`src/rtl/mem_boot_loader_pkg.sv`:
```
// Shared state encoding and default sizing for the boot loader, the RAM model
// and the core bench.
package mem_boot_loader_pkg;

  localparam int unsigned BOOT_ADDR_W    = 16;
  localparam int unsigned BOOT_MEM_DEPTH = 1024;

  typedef enum logic [2:0] {
    ST_IDLE  = 3'd0,
    ST_CLEAR = 3'd1,
    ST_LOAD  = 3'd2,
    ST_DONE  = 3'd3,
    ST_ERR   = 3'd4
  } boot_state_t;

endpackage

```
`src/rtl/mem_boot_addr_gen.sv`:
```
// Shared address counter: plain index while clearing, LOAD_BASE-offset while
// loading, with terminal-count and overflow flags.
module mem_boot_addr_gen #(
  parameter int unsigned ADDR_W    = 16,
  parameter int unsigned MEM_DEPTH = 1024,
  parameter int unsigned LOAD_BASE = 0
) (
  input  logic              clk,
  input  logic              rst_n,
  input  logic              clr,
  input  logic              inc,
  input  logic              load_mode,
  output logic [ADDR_W-1:0] addr,
  output logic              tc,
  output logic              ovf
);

  logic [ADDR_W-1:0] cnt;
  logic [ADDR_W:0]   load_addr;

  always_ff @(posedge clk or negedge rst_n) begin
    if (!rst_n) begin
      cnt <= '0;
    end else if (clr) begin
      cnt <= '0;
    end else if (inc) begin
      cnt <= cnt + ADDR_W'(1);
    end
  end

  // One extra bit keeps the base+count sum from wrapping past the RAM end.
  always_comb begin
    load_addr = (ADDR_W+1)'(LOAD_BASE) + {1'b0, cnt};
    addr      = load_mode ? load_addr[ADDR_W-1:0] : cnt;
    tc        = (cnt == ADDR_W'(MEM_DEPTH - 1));
    ovf       = (load_addr == (ADDR_W+1)'(MEM_DEPTH));
  end

endmodule

```
`src/rtl/mem_boot_loader.sv`:
```
// Boot-time loader: holds the core in reset, optionally clears RAM, then
// streams an image into RAM from LOAD_BASE and releases the core.
module mem_boot_loader
  import mem_boot_loader_pkg::*;
#(
  parameter int unsigned       ADDR_W    = BOOT_ADDR_W,
  parameter int unsigned       DATA_W    = 8,
  parameter int unsigned       MEM_DEPTH = BOOT_MEM_DEPTH,
  parameter int unsigned       LOAD_BASE = 0,
  parameter bit                CLEAR_EN  = 1'b1,
  parameter logic [DATA_W-1:0] CLEAR_VAL = '0
) (
  input  logic              clk,
  input  logic              rst_n,
  input  logic              start,
  input  logic              s_valid,
  output logic              s_ready,
  input  logic [DATA_W-1:0] s_data,
  input  logic              s_last,
  output logic              mem_we,
  output logic [ADDR_W-1:0] mem_addr,
  output logic [DATA_W-1:0] mem_wdata,
  output logic              cpu_hold,
  output logic              busy,
  output logic              done,
  output logic              error,
  output logic [ADDR_W-1:0] load_count
);

  boot_state_t       state;
  logic              can_start;
  logic              gen_clr;
  logic              gen_inc;
  logic [ADDR_W-1:0] gen_addr;
  logic              gen_tc;
  logic              gen_ovf;

  always_comb begin
    s_ready   = (state == ST_LOAD);
    can_start = start && (state == ST_IDLE || state == ST_DONE || state == ST_ERR);
    gen_clr   = can_start || (state == ST_CLEAR && gen_tc);
    gen_inc   = (state == ST_CLEAR) || (s_ready && s_valid && !gen_ovf);
  end

  mem_boot_addr_gen #(
    .ADDR_W    (ADDR_W),
    .MEM_DEPTH (MEM_DEPTH),
    .LOAD_BASE (LOAD_BASE)
  ) u_addr_gen (
    .clk       (clk),
    .rst_n     (rst_n),
    .clr       (gen_clr),
    .inc       (gen_inc),
    .load_mode (s_ready),
    .addr      (gen_addr),
    .tc        (gen_tc),
    .ovf       (gen_ovf)
  );

  always_ff @(posedge clk or negedge rst_n) begin
    if (!rst_n) begin
      state      <= ST_IDLE;
      mem_we     <= 1'b0;
      mem_addr   <= '0;
      mem_wdata  <= '0;
      cpu_hold   <= 1'b1;
      busy       <= 1'b0;
      done       <= 1'b0;
      error      <= 1'b0;
      load_count <= '0;
    end else begin
      mem_we <= 1'b0;
      case (state)
        ST_IDLE, ST_DONE, ST_ERR: begin
          if (start) begin
            state      <= CLEAR_EN ? ST_CLEAR : ST_LOAD;
            busy       <= 1'b1;
            done       <= 1'b0;
            error      <= 1'b0;
            cpu_hold   <= 1'b1;
            load_count <= '0;
          end else if (state == ST_DONE) begin
            // done/cpu_hold follow one cycle behind the final write
            done     <= 1'b1;
            cpu_hold <= 1'b0;
          end
        end
        ST_CLEAR: begin
          mem_we    <= 1'b1;
          mem_addr  <= gen_addr;
          mem_wdata <= CLEAR_VAL;
          if (gen_tc) begin
            state <= ST_LOAD;
          end
        end
        ST_LOAD: begin
          if (s_valid) begin
            if (gen_ovf) begin
              state <= ST_ERR;
              busy  <= 1'b0;
              error <= 1'b1;
            end else begin
              mem_we     <= 1'b1;
              mem_addr   <= gen_addr;
              mem_wdata  <= s_data;
              load_count <= load_count + ADDR_W'(1);
              if (s_last) begin
                state <= ST_DONE;
                busy  <= 1'b0;
              end
            end
          end
        end
        default: begin
          state <= ST_IDLE;
          busy  <= 1'b0;
        end
      endcase
    end
  end

endmodule

```
`config.mk`:
```
export PLATFORM = sky130hd
export DESIGN_NAME = mem_boot_loader
export DESIGN_NICKNAME = d
export VERILOG_FILES = /design/src/rtl/mem_boot_loader_pkg.sv /design/src/rtl/mem_boot_addr_gen.sv /design/src/rtl/mem_boot_loader.sv
export SDC_FILE = /design/constraint.sdc
export NUM_CORES = 1
export LEC_CHECK = 0
export BUFFER_PORTS_ARGS = -buffer_cell sky130_fd_sc_hd__buf_4
export CORE_MARGIN = 2
export CORE_UTILIZATION = 45
export DETAILED_ROUTE_END_ITERATION = 8
export PLACE_DENSITY = 0.78
export SLEW_MARGIN = 20
export SYNTH_ARGS = -nofsm -noshare
export SYNTH_HDL_FRONTEND = slang
export SYNTH_SLANG_ARGS = --single-unit
```
`constraint.sdc`:
```
create_clock -name clk -period 1.8 [get_ports clk]
set_input_delay 0.36 -clock clk [delete_from_list [all_inputs] [get_ports clk]]
set_output_delay 0.36 -clock clk [all_outputs]
set_load 0.005 [all_outputs]
```
==> metrics.md <==
| Metric | Value |
|---|---|
| Status | finished, violations left |
| Violated checks | setup timing |
| Setup slack after layout | -0.241 ns |
| Global Route Usage Sum | 24.5% |
| DRC Markers | 0 |
| Register area share after synthesis | 49.9% |
| Area growth syn-to-layout | 50.0% |
| Initial antenna violation count | 0 |
| Placed cells | 529 |
| Cells after synthesis | 339 |
| Hold Vio Cnt, Final | 0 |
| Met2 WL post-DR | 4890 um |
| Die width | 88.5 um |
| Required @ worst endpoint | 2.02 ns |
| Critical path peak fanout | 5 |
| Main combinational cell family by area after synthesis | simple AND/OR/NAND/NOR gates |
| Synth Area in Adders | 1.17% |
| # clock sinks | 64 |
| Hold WC Path Type | in2reg |
| # rows | 30 |
| Clock insertion delay at the later pin of the skew report | 0.35 ns |
| Final nets | 474 |
| CTS Buffer Depth | 2 |
| Fraction of registers with async set/reset | 100% |
| R2R Path Start | u_addr_gen.cnt[13] |
| IO Pins | 59 |
| Post-synth EDFFs | 0 |
| Crit path to | u_addr_gen.cnt[13] |
| Detailed route wirelength on metal3 | 630 um |
| RSZ-0062 raised after global routing | yes |
| Vias in the first global route | 2997 |
| DR iter-0 viols | 360 |
| Clk slew on worst S/H paths | 0.07 ns |
| Main synth FF type | dfrtp_1 |
| P_leak | 2.25 nW |
| Clk_skew | 0.0124 ns |
| Worst-Margin Slew | 0.552 ns |
| Share of cells above drive strength 1 | 45.5% |
| Synth Area in XOR/XNOR | 0% |
| R2R depth | 5 |
| Die area | 7830 um^2 |
| WL final | 10100 um |
| Post-synthesis net count | 355 |
| Largest net degree at the start of global routing | 35 |
| Ant. Diodes | 0 |
| Top sig layer | met4 |
| Finished Core Util | 70.1% |
| Chip Height | 88.5 um |
| Vias per std cell | 5.90 |
| DRT antenna net count | 0 |
| Final min period | 2.04 ns |
| CTS tree | yes |
| FF+latch count, synth | 64 |
| Final Cycle Share | 113% |
| CTS root buffer | clkbuf_8 |
| Max rail drop VDD | 0.716 mV |
| Drt first pass iters | 5 |
| R2R Setup Slk | -0.24 ns |
| Synth Area in Compound Gates | 17.0% |
| Cell Pwr Density | 1060 nW/um^2 |
| Metal-1 WL | 4310 um |
| Critical Path Sink Type | register |
| DR vias | 3294 |
| Routed len/inst | 18.2 um |
| Arrival time of the worst setup path | 2.26 ns |
| Syn Area/Cell | 9.47 um^2 |
| Max cap viols | 0 |
| First-pass GRT wire length | 14500 um |
| Std-Cell Core Area | 6870 um^2 |
| Count of final setup violators | 49 |
| Remaining Overflow, GRT | 0 |
| H-tree Lvls | 3 |
| Finished Layout Cells | 558 |
| Port bufs | 58 |
| CP Class | reg2reg |
| Slew Limit Fails | 0 |
| Post-DP HPWL | 5810 um |
| Gpl congestion | 0.858 |
| CP Launch Type | register |
| Starting Density | 46.8% |
| Reg-to-reg endpoint | u_addr_gen.cnt[13] |
| Crit path from | u_addr_gen.cnt[13] |
| Simple-gate share of the synthesized area | 24.2% |
| Yosys warns | 0 |
| Mux cell area share after synthesis | 2.42% |
| Rel. slew slack | 62.9% |
| Maximum clock rate | 490 MHz |
| CTS Buf Count | 9 |
| Number of distinct library cells after synthesis | 58 |
| Post-synthesis cell area | 3210 um^2 |
==> cell usage after synthesis, drive strengths merged, types with 3 or more instances <==
library cell	n	share of area, %
nand3	29	4.5
mux2	6	2.1
nor3	7	1.2
dfrtp	63	49
inv	15	1.8
nor4	5	1.4
and3	3	0.58
clkbuf	3	0.35
o22ai	7	1.4
o31ai	8	1.9
nand2	50	5.8
buf	13	2.9
and2	4	0.86
o21ai	41	6.4
nand4	7	1.4
ha	3	1.2
a21oi	16	2.7
or3	3	0.58
a211oi	3	0.86
nor2	20	2.3
==> worst min path at each step <==
| stage | startpoint | to | slack, ns | cells after the start |
|---|---|---|---|---|
| final | s_data[6] | mem_wdata[6] | 0.19 | 3 |
| after global routing | s_data[2] | mem_wdata[2] | 0.21 | 3 |
| after CTS | s_data[6] | mem_wdata[6] | 0.19 | 3 |
| after detailed placement | rst_n | mem_wdata[2] | 0.23 | 1 |
| after global placement | rst_n | mem_wdata[0] | 0.23 | 1 |
| after floorplan | rst_n | busy | 0.06 | 0 |
==> cell families (layout without fill, tap and decap cells) <==
family,count (synthesis),in the layout
adders and majority gates,3,3
and+or+nand+nor,144,144
muxes,7,7
buffers and inverters,32,155
AOI/OAI and AO/OA,89,89
DFF,64,64
==> layout by cell type (no fill, tap or decap), types with 7 or more instances in the layout <==
cell | synthesis | routed
o22ai_1 | 7 | 7
nand2_1 | 50 | 47
o21ai_2 | 0 | 14
o31ai_1 | 8 | 7
inv_1 | 13 | 11
a21oi_2 | 2 | 11
nand4_1 | 7 | 7
nand3_1 | 29 | 29
nor2_1 | 20 | 19
clkbuf_8 | 0 | 13
dfrtp_1 | 63 | 59
buf_4 | 1 | 110
o21ai_1 | 4 | 24
==> sequential cells by signal, summed over array words and instances (netlist names) <==
register        count
error               1
done                1
busy                1
mem_wdata           8
load_count         16
cpu_hold            1
state               3
mem_addr           16
u_addr_gen.cnt     16
mem_we              1
==> layout make-up <==
cell class | instances | area (um^2)
Clock buffer | 13 | 179
Clock inverter | 2 | 60.1
Fill cell | 464 | 2050
Inverter | 16 | 65.1
Multi-Input combinational cell | 243 | 1690
Sequential cell | 64 | 1610
Tap cell | 96 | 120
Timing Repair Buffer | 124 | 1090
==> stage by stage <==
| step | setup WS, ns | total power, W | instance area (um^2) | setup TNS (ns) | hold WS [ns] |
|---|---|---|---|---|---|
| 3_5_place_dp | -0.122 | 0.00292 | 4140 | -2.00 | 0.233 |
| 5_1_grt | -0.266 | 0.00533 | 4820 | -8.08 | 0.211 |
| 3_3_place_gp | -0.0945 | 0.00290 | 4140 | -0.806 | 0.230 |
| 4_1_cts | -0.0999 | 0.00468 | 4560 | -1.57 | 0.195 |
| 6_report | -0.241 | 0.00513 | 4820 | -6.07 | 0.195 |
| 2_1_floorplan | -0.0758 | 0.00237 | 3220 | -0.153 | 0.0644 |
==> where the power goes <==
group          internal, W  total [W]  switching (W)
Combinational      0.00103    0.00200       0.000977
Clock             0.000924    0.00148       0.000557
Sequential         0.00154    0.00164      0.0000994
Total              0.00350    0.00513        0.00163
==> repair_timing <==
item,in CTS,in global routing
buffers inserted,4,5
endpoints found under the hold margin,13,0
pin swaps,12,21
hold buffers,1,0
endpoints found under the setup margin,48,59
gates resized for setup,31,67
cloned,1,3
==> routing by layer <==
layer / global-route usage [%] / vias to the layer above
li1: - / 1460
met1: 32.7 / 1613
met2: 39.2 / 180
met3: 3.82 / 41
met4: 11.7 / 0
met5: 0 / -
==> critical path, stage by stage (launching register included) <==
cell and delay (ns):
dfrtp_1 0.42, or4_4 0.59, nor4_4 0.35, a21oi_2 0.17, a32oi_1 0.27, o41ai_2 0.12
(Power assumes the default switching activity.)
